[config.mk]
export PLATFORM = sky130hd
export DESIGN_NAME = vram_scanout
export DESIGN_NICKNAME = d
export VERILOG_FILES = /design/src/rtl/vram_scanout.sv
export SDC_FILE = /design/constraint.sdc
export NUM_CORES = 1
export LEC_CHECK = 0
export BUFFER_PORTS_ARGS = -buffer_cell sky130_fd_sc_hd__buf_4
export CAP_MARGIN = 5
export CORE_ASPECT_RATIO = 1.75
export CORE_UTILIZATION = 47
export DETAILED_ROUTE_END_ITERATION = 10
export GPL_TIMING_DRIVEN = 0
export PLACE_DENSITY = 0.66
export SLEW_MARGIN = 20
export SYNTH_ARGS = -nofsm -noshare
export SYNTH_HDL_FRONTEND = slang
export SYNTH_SLANG_ARGS = --single-unit
[constraint.sdc]
create_clock -name clk -period 3.55 [get_ports clk]
set_input_delay 0.71 -clock clk [delete_from_list [all_inputs] [get_ports clk]]
set_output_delay 0.71 -clock clk [all_outputs]
set_load 0.01 [all_outputs]
[src/rtl/vram_scanout.sv]
// vram_scanout: read side of the 2bpp VRAM. Generates VGA timing, scans the
// image with integer pixel replication (no dividers), maps 2-bit pixels to
// 12-bit grey and emits a one-clk tick at the start of vertical blank.
// Ports:
//   clk          pixel clock, all logic on the rising edge
//   reset_n      synchronous active-low reset
//   vram_hpos    VRAM read column (0 outside the image window)
//   vram_vpos    VRAM read row    (0 outside the image window)
//   vram_pixelo  VRAM read data, valid one clk after the address
//   vga_hsync    horizontal sync, active low
//   vga_vsync    vertical sync, active low
//   vga_de       high during the visible area
//   vga_rgb      {R,G,B} 4 bits each
//   frame_tick   one-clk pulse at the start of vertical blank
module vram_scanout #(
  parameter int unsigned H_ACTIVE = 640,
  parameter int unsigned H_FP     = 16,
  parameter int unsigned H_SYNC   = 96,
  parameter int unsigned H_BP     = 48,
  parameter int unsigned V_ACTIVE = 480,
  parameter int unsigned V_FP     = 10,
  parameter int unsigned V_SYNC   = 2,
  parameter int unsigned V_BP     = 33,
  parameter int unsigned SCALE_X  = 5,
  parameter int unsigned SCALE_Y  = 7,
  parameter int unsigned X_OFF    = 0,
  parameter int unsigned Y_OFF    = 16,
  parameter int unsigned IMG_W    = 128,
  parameter int unsigned IMG_H    = 64
) (
  input  logic        clk,
  input  logic        reset_n,
  output logic [6:0]  vram_hpos,
  output logic [5:0]  vram_vpos,
  input  logic [1:0]  vram_pixelo,
  output logic        vga_hsync,
  output logic        vga_vsync,
  output logic        vga_de,
  output logic [11:0] vga_rgb,
  output logic        frame_tick
);

  localparam int unsigned CW = 10;
  localparam int unsigned SW = 4;
  localparam int unsigned XW = 7;
  localparam int unsigned YW = 6;

  localparam logic [CW-1:0] H_LAST  = CW'(H_ACTIVE + H_FP + H_SYNC + H_BP - 1);
  localparam logic [CW-1:0] V_LAST  = CW'(V_ACTIVE + V_FP + V_SYNC + V_BP - 1);
  localparam logic [CW-1:0] H_ACT   = CW'(H_ACTIVE);
  localparam logic [CW-1:0] V_ACT   = CW'(V_ACTIVE);
  localparam logic [CW-1:0] HS_BEG  = CW'(H_ACTIVE + H_FP);
  localparam logic [CW-1:0] HS_END  = CW'(H_ACTIVE + H_FP + H_SYNC);
  localparam logic [CW-1:0] VS_BEG  = CW'(V_ACTIVE + V_FP);
  localparam logic [CW-1:0] VS_END  = CW'(V_ACTIVE + V_FP + V_SYNC);
  localparam logic [CW-1:0] X_BEG   = CW'(X_OFF);
  localparam logic [CW-1:0] X_LEN   = CW'(IMG_W * SCALE_X);
  localparam logic [CW-1:0] Y_BEG   = CW'(Y_OFF);
  localparam logic [CW-1:0] Y_LEN   = CW'(IMG_H * SCALE_Y);
  localparam logic [SW-1:0] SX_LAST = SW'(SCALE_X - 1);
  localparam logic [SW-1:0] SY_LAST = SW'(SCALE_Y - 1);

  // stage 0 state
  logic [CW-1:0] h_cnt, v_cnt;
  logic [SW-1:0] sx, sy;
  logic [XW-1:0] xpix;
  logic [YW-1:0] ypix;

  // stage 1 timing
  logic s1_hs, s1_vs, s1_de, s1_img, s1_tick;

  // next-state and decode
  logic [CW-1:0] h_nxt, v_nxt;
  logic [SW-1:0] sx_nxt, sy_nxt;
  logic [XW-1:0] xpix_nxt, hpos_nxt;
  logic [YW-1:0] ypix_nxt, vpos_nxt;
  logic          h_wrap, v_wrap;
  logic          h_in, v_in, h_in_nxt, v_in_nxt;
  logic          s0_hs, s0_vs, s0_de, s0_img, s0_tick;
  logic [11:0]   pal_c;

  // Window tests use a wrapping subtraction so positions left of/above the
  // offset land far beyond the window length.
  always_comb begin
    h_wrap   = (h_cnt == H_LAST);
    v_wrap   = (v_cnt == V_LAST);
    h_nxt    = h_wrap ? '0 : h_cnt + CW'(1);
    v_nxt    = v_cnt;
    if (h_wrap) v_nxt = v_wrap ? '0 : v_cnt + CW'(1);

    h_in     = (CW'(h_cnt - X_BEG) < X_LEN);
    v_in     = (CW'(v_cnt - Y_BEG) < Y_LEN);
    h_in_nxt = (CW'(h_nxt - X_BEG) < X_LEN);
    v_in_nxt = (CW'(v_nxt - Y_BEG) < Y_LEN);

    // column replication: sx steps while staying inside the window
    sx_nxt   = sx;
    xpix_nxt = xpix;
    if (h_wrap) begin
      sx_nxt   = '0;
      xpix_nxt = '0;
    end else if (h_in && h_in_nxt) begin
      if (sx == SX_LAST) begin
        sx_nxt   = '0;
        xpix_nxt = xpix + XW'(1);
      end else begin
        sx_nxt   = sx + SW'(1);
      end
    end

    // row replication: sy steps at line wraps inside the window
    sy_nxt   = sy;
    ypix_nxt = ypix;
    if (h_wrap) begin
      if (v_wrap) begin
        sy_nxt   = '0;
        ypix_nxt = '0;
      end else if (v_in && v_in_nxt) begin
        if (sy == SY_LAST) begin
          sy_nxt   = '0;
          ypix_nxt = ypix + YW'(1);
        end else begin
          sy_nxt   = sy + SW'(1);
        end
      end
    end

    hpos_nxt = (h_in_nxt && v_in_nxt) ? xpix_nxt : '0;
    vpos_nxt = (h_in_nxt && v_in_nxt) ? ypix_nxt : '0;

    s0_de    = (h_cnt < H_ACT) && (v_cnt < V_ACT);
    s0_hs    = !((h_cnt >= HS_BEG) && (h_cnt < HS_END));
    s0_vs    = !((v_cnt >= VS_BEG) && (v_cnt < VS_END));
    s0_img   = h_in && v_in;
    s0_tick  = (h_cnt == '0) && (v_cnt == V_ACT);

    unique case (vram_pixelo)
      2'd0:    pal_c = 12'h000;
      2'd1:    pal_c = 12'h555;
      2'd2:    pal_c = 12'hAAA;
      default: pal_c = 12'hFFF;
    endcase
  end

  // counters, sub-counters and the VRAM address
  always_ff @(posedge clk) begin
    if (!reset_n) begin
      h_cnt     <= '0;
      v_cnt     <= '0;
      sx        <= '0;
      sy        <= '0;
      xpix      <= '0;
      ypix      <= '0;
      vram_hpos <= '0;
      vram_vpos <= '0;
    end else begin
      h_cnt     <= h_nxt;
      v_cnt     <= v_nxt;
      sx        <= sx_nxt;
      sy        <= sy_nxt;
      xpix      <= xpix_nxt;
      ypix      <= ypix_nxt;
      vram_hpos <= hpos_nxt;
      vram_vpos <= vpos_nxt;
    end
  end

  // stage 1 holds timing while the VRAM read completes; stage 2 drives pins
  always_ff @(posedge clk) begin
    if (!reset_n) begin
      s1_hs      <= 1'b1;
      s1_vs      <= 1'b1;
      s1_de      <= 1'b0;
      s1_img     <= 1'b0;
      s1_tick    <= 1'b0;
      vga_hsync  <= 1'b1;
      vga_vsync  <= 1'b1;
      vga_de     <= 1'b0;
      vga_rgb    <= '0;
      frame_tick <= 1'b0;
    end else begin
      s1_hs      <= s0_hs;
      s1_vs      <= s0_vs;
      s1_de      <= s0_de;
      s1_img     <= s0_img;
      s1_tick    <= s0_tick;
      vga_hsync  <= s1_hs;
      vga_vsync  <= s1_vs;
      vga_de     <= s1_de;
      vga_rgb    <= (s1_de && s1_img) ? pal_c : '0;
      frame_tick <= s1_tick;
    end
  end

endmodule

==> impl_results.md <==
- Outcome: finished clean
- Synthesized area per cell: ~9 sq um
- IR drop worst, VDD: 0.347 mV
- Slack of the critical path: approximately 570 ps
- First-pass GRT wire length: approximately 11000 microns
- TritonRoute pass-1 iters: 4
- Hold_sp: s1_vs
- Max Fclk: 0.336 GHz
- Setup TNS: 0 ps
- Post-CTS setup buffers: 0
- Vias in the first global route: around 2300
- Synth warnings: 0
- Switching Share: ~21%
- Pwr Density: around 400 nW/um^2
- Share of power burned in registers: a little over half
- Buffer depth of the longest clock path: 2
- Worst Reg2Reg Path Length in Cells: 8
- Non-filler cells, final: approximately 470
- Antenna diodes: 0
- Post-Place Worst Slack: roughly 580 ps
- Final core occ: 57.4%
- Per-cell routed wire length: 13.5 microns
- Clock latency on the worst-skew pair: between 300 and 400 ps
- Register bit count reported by yosys: 65
- CP required: roughly 3800 ps
- Worst hold path depth: 1
- Post-CTS Hold Buffers: 0
- Comb pwr share: around 3.2%
- CP Depth: 8
- CP Buf/Inv Count: 0
- Fin Hold WS: just over 400 ps
- Worst slew margin: about a third
- Total power: approximately 1.4 mW
- Synth Net Count: 352
- Cells after DPL: 450
- CP peak stage delay: 560 ps
- Async set or reset register ratio after synthesis: 0%
- Cell area after layout: roughly 3600 sq um
- Reg-to-reg endpoint: vram_hpos[6]
- Die footprint: approximately 6800 sq um
- Routability congestion estimate: around 0.83
- Initial core utilization: 48.8%
- Crit path DAT: 3210 ps
- Internal power: about 1.1 mW
- CTS buffer count: 9
- DRC: 0
- Nets: between 300 and 400
- Antenna-violating nets left: 0
- Setup CP Type: reg -> reg
- Die Width: ~63 microns
- Vias per inst: roughly 5.3
- Min cycle time layout: between 2000 and 3000 ps
- Post-synthesis cell type count: 52
- Initial antenna violation count: 0
- HPWL Detailed: 4590 microns
- Switch Pwr: 0.303 mW
- R2R setup slack: approximately 570 ps
- Number of port buffers: 32
- Ys flop type: dfxtp_1
- Clock slew at reported path FFs: 60 ps
- Worst-path maximum fanout: 7
- Die height: around 110 microns
- Post-Synthesis Cells: 338
- Clk pwr share: between 40% and 50%
- R2r startpoint: h_cnt[0]
- Post-Syn Area: slightly above 3000 sq um
- Area growth syn-to-layout: 17.6%
- RSZ-0062 raised after global routing: false
- Slew Limit Fails: 0
- Post-synthesis sequential area ratio: between 40% and 50%
- Clock sink total: 65
- Largest net degree at the start of global routing: 11
- CTS tree: built
- CP Capture Type: flip-flop
- Final hold violation count: 0
- Final setup skew: ~6.1 ps
- Tcrit/Tclk final: a little over four fifths
- Critical Path Source Type: flip-flop
- H-tree depth: 3
- Number of core rows: 38
- Area of placed instances: 3380 sq um
- Core ar.: ~6200 sq um
- Detailed Route WL: 6270 microns
- MaxCap Viol Count: 0
- Setup violators final: 0
- Io pins: 33
- Slew at the pin closest to its max-slew limit: around 990 ps
- Clk root buf: clkbuf_8
- Post-synth EDFFs: 0
- Lkg Pwr: about 1.4 nW
- Slowest cell on crit path: a21boi_1
- Crit-path cells: ha_1 > nand4_2 > o41a_1 > a31oi_1 > a21boi_1 > nor2_2 > nand3_1 > nor2_1
- CTS resizes: 0
- Total grt overflow: 0
- Iter 0 DRT Violations: 97
- Crit-path leading delay family: compound AO/OA/AOI/OAI gates
- Crit path from: h_cnt[0]
- Gr usage total: just over 20%
- Hold crit path type: reg -> reg
- Hold endpoint: vga_vsync
- Vias after detailed routing: 2475
- Layout cells sized above 1: between 10% and 20%
-- layout make-up --
class,instances,area (sq um)
clock buffer,12,155
sequential,65,1300
multi-input combinational,238,1560
clock inverter,3,40.0
inverter,9,33.8
buffer,26,148
tap,80,100
timing repair buffer,32,240
fill,579,2650
-- layer usage --
metal | track usage (%) | up-vias | part of all wire (%)
met5 | 0 | - | 0
met4 | 14.3 | 0 | 3.5
met3 | 5.27 | 23 | 3.6
met2 | 36.6 | 61 | 52
met1 | 21.1 | 1141 | 41
li1 | - | 1250 | -
-- layout by cell type, fill, tap and decap left out, types with 5 or more instances in the layout --
| master | count |
|---|---|
| nand3_1 | 18 |
| clkbuf_8 | 11 |
| inv_1 | 9 |
| and3_1 | 10 |
| nor4_1 | 5 |
| ha_1 | 10 |
| nand2_1 | 19 |
| buf_4 | 42 |
| nor2_1 | 54 |
| nor3_1 | 13 |
| xnor2_1 | 23 |
| clkbuf_1 | 12 |
| xor2_1 | 8 |
| nand4_1 | 11 |
| and2_1 | 7 |
| dfxtp_1 | 65 |
-- Yosys cell counts, drive strengths merged (4+ instances only) --
library cell,instances,area share (%)
buf,14,3.3
nor4,7,2.1
and2,7,1.4
inv,9,1.1
nand2,19,2.3
nor3,14,2.5
xor2,8,2.3
dfxtp,65,43
nand4,12,2.7
and3,10,2.1
a21boi,4,0.99
nand3,18,3.0
ha,10,4.1
clkbuf,12,1.5
xnor2,23,6.6
nor2,55,6.9
-- power groups by stage --
stage | clock network, mW | logic [mW] | registers, mW
CTS | 0.640 | 0.0467 | 0.747
global route | 0.672 | 0.0537 | 0.747
floorplan | 0 | 0.0319 | 0.761
finish | 0.625 | 0.0455 | 0.747
detailed placement | 0 | 0.0460 | 0.763
global placement | 0 | 0.0447 | 0.762
-- registers in the layout, summed over array words and instances, names as in the netlist --
signal	cells
vga_vsync	1
s1_hs	1
s1_de	1
vram_hpos	7
vga_de	1
h_cnt	10
s1_tick	1
sy	4
s1_img	1
v_cnt	10
s1_vs	1
xpix	7
vga_rgb	2
sx	4
frame_tick	1
vga_hsync	1
vram_vpos	6
ypix	6
-- kinds of logic (layout without fill, tap and decap cells) --
family	count (synthesis)	in the layout	synth area share (%)
simple gates	166	166	29.3
flops	65	65	42.8
fa+ha+maj	10	10	4.12
mux	3	3	0.988
xor+xnor	31	31	8.93
buf+inv	35	82	5.97
compound gates	28	28	7.86
-- worst max-delay path by stage --
stage / slack, ps / to
after detailed placement: 580 / vram_hpos[6]
after global placement: 600 / vram_hpos[6]
after CTS: 570 / vram_hpos[6]
final: 570 / vram_hpos[6]
after global routing: 350 / vram_hpos[6]
after floorplan: 1090 / vram_hpos[6]
No activity file was read; power rests on OpenSTA's default activity.
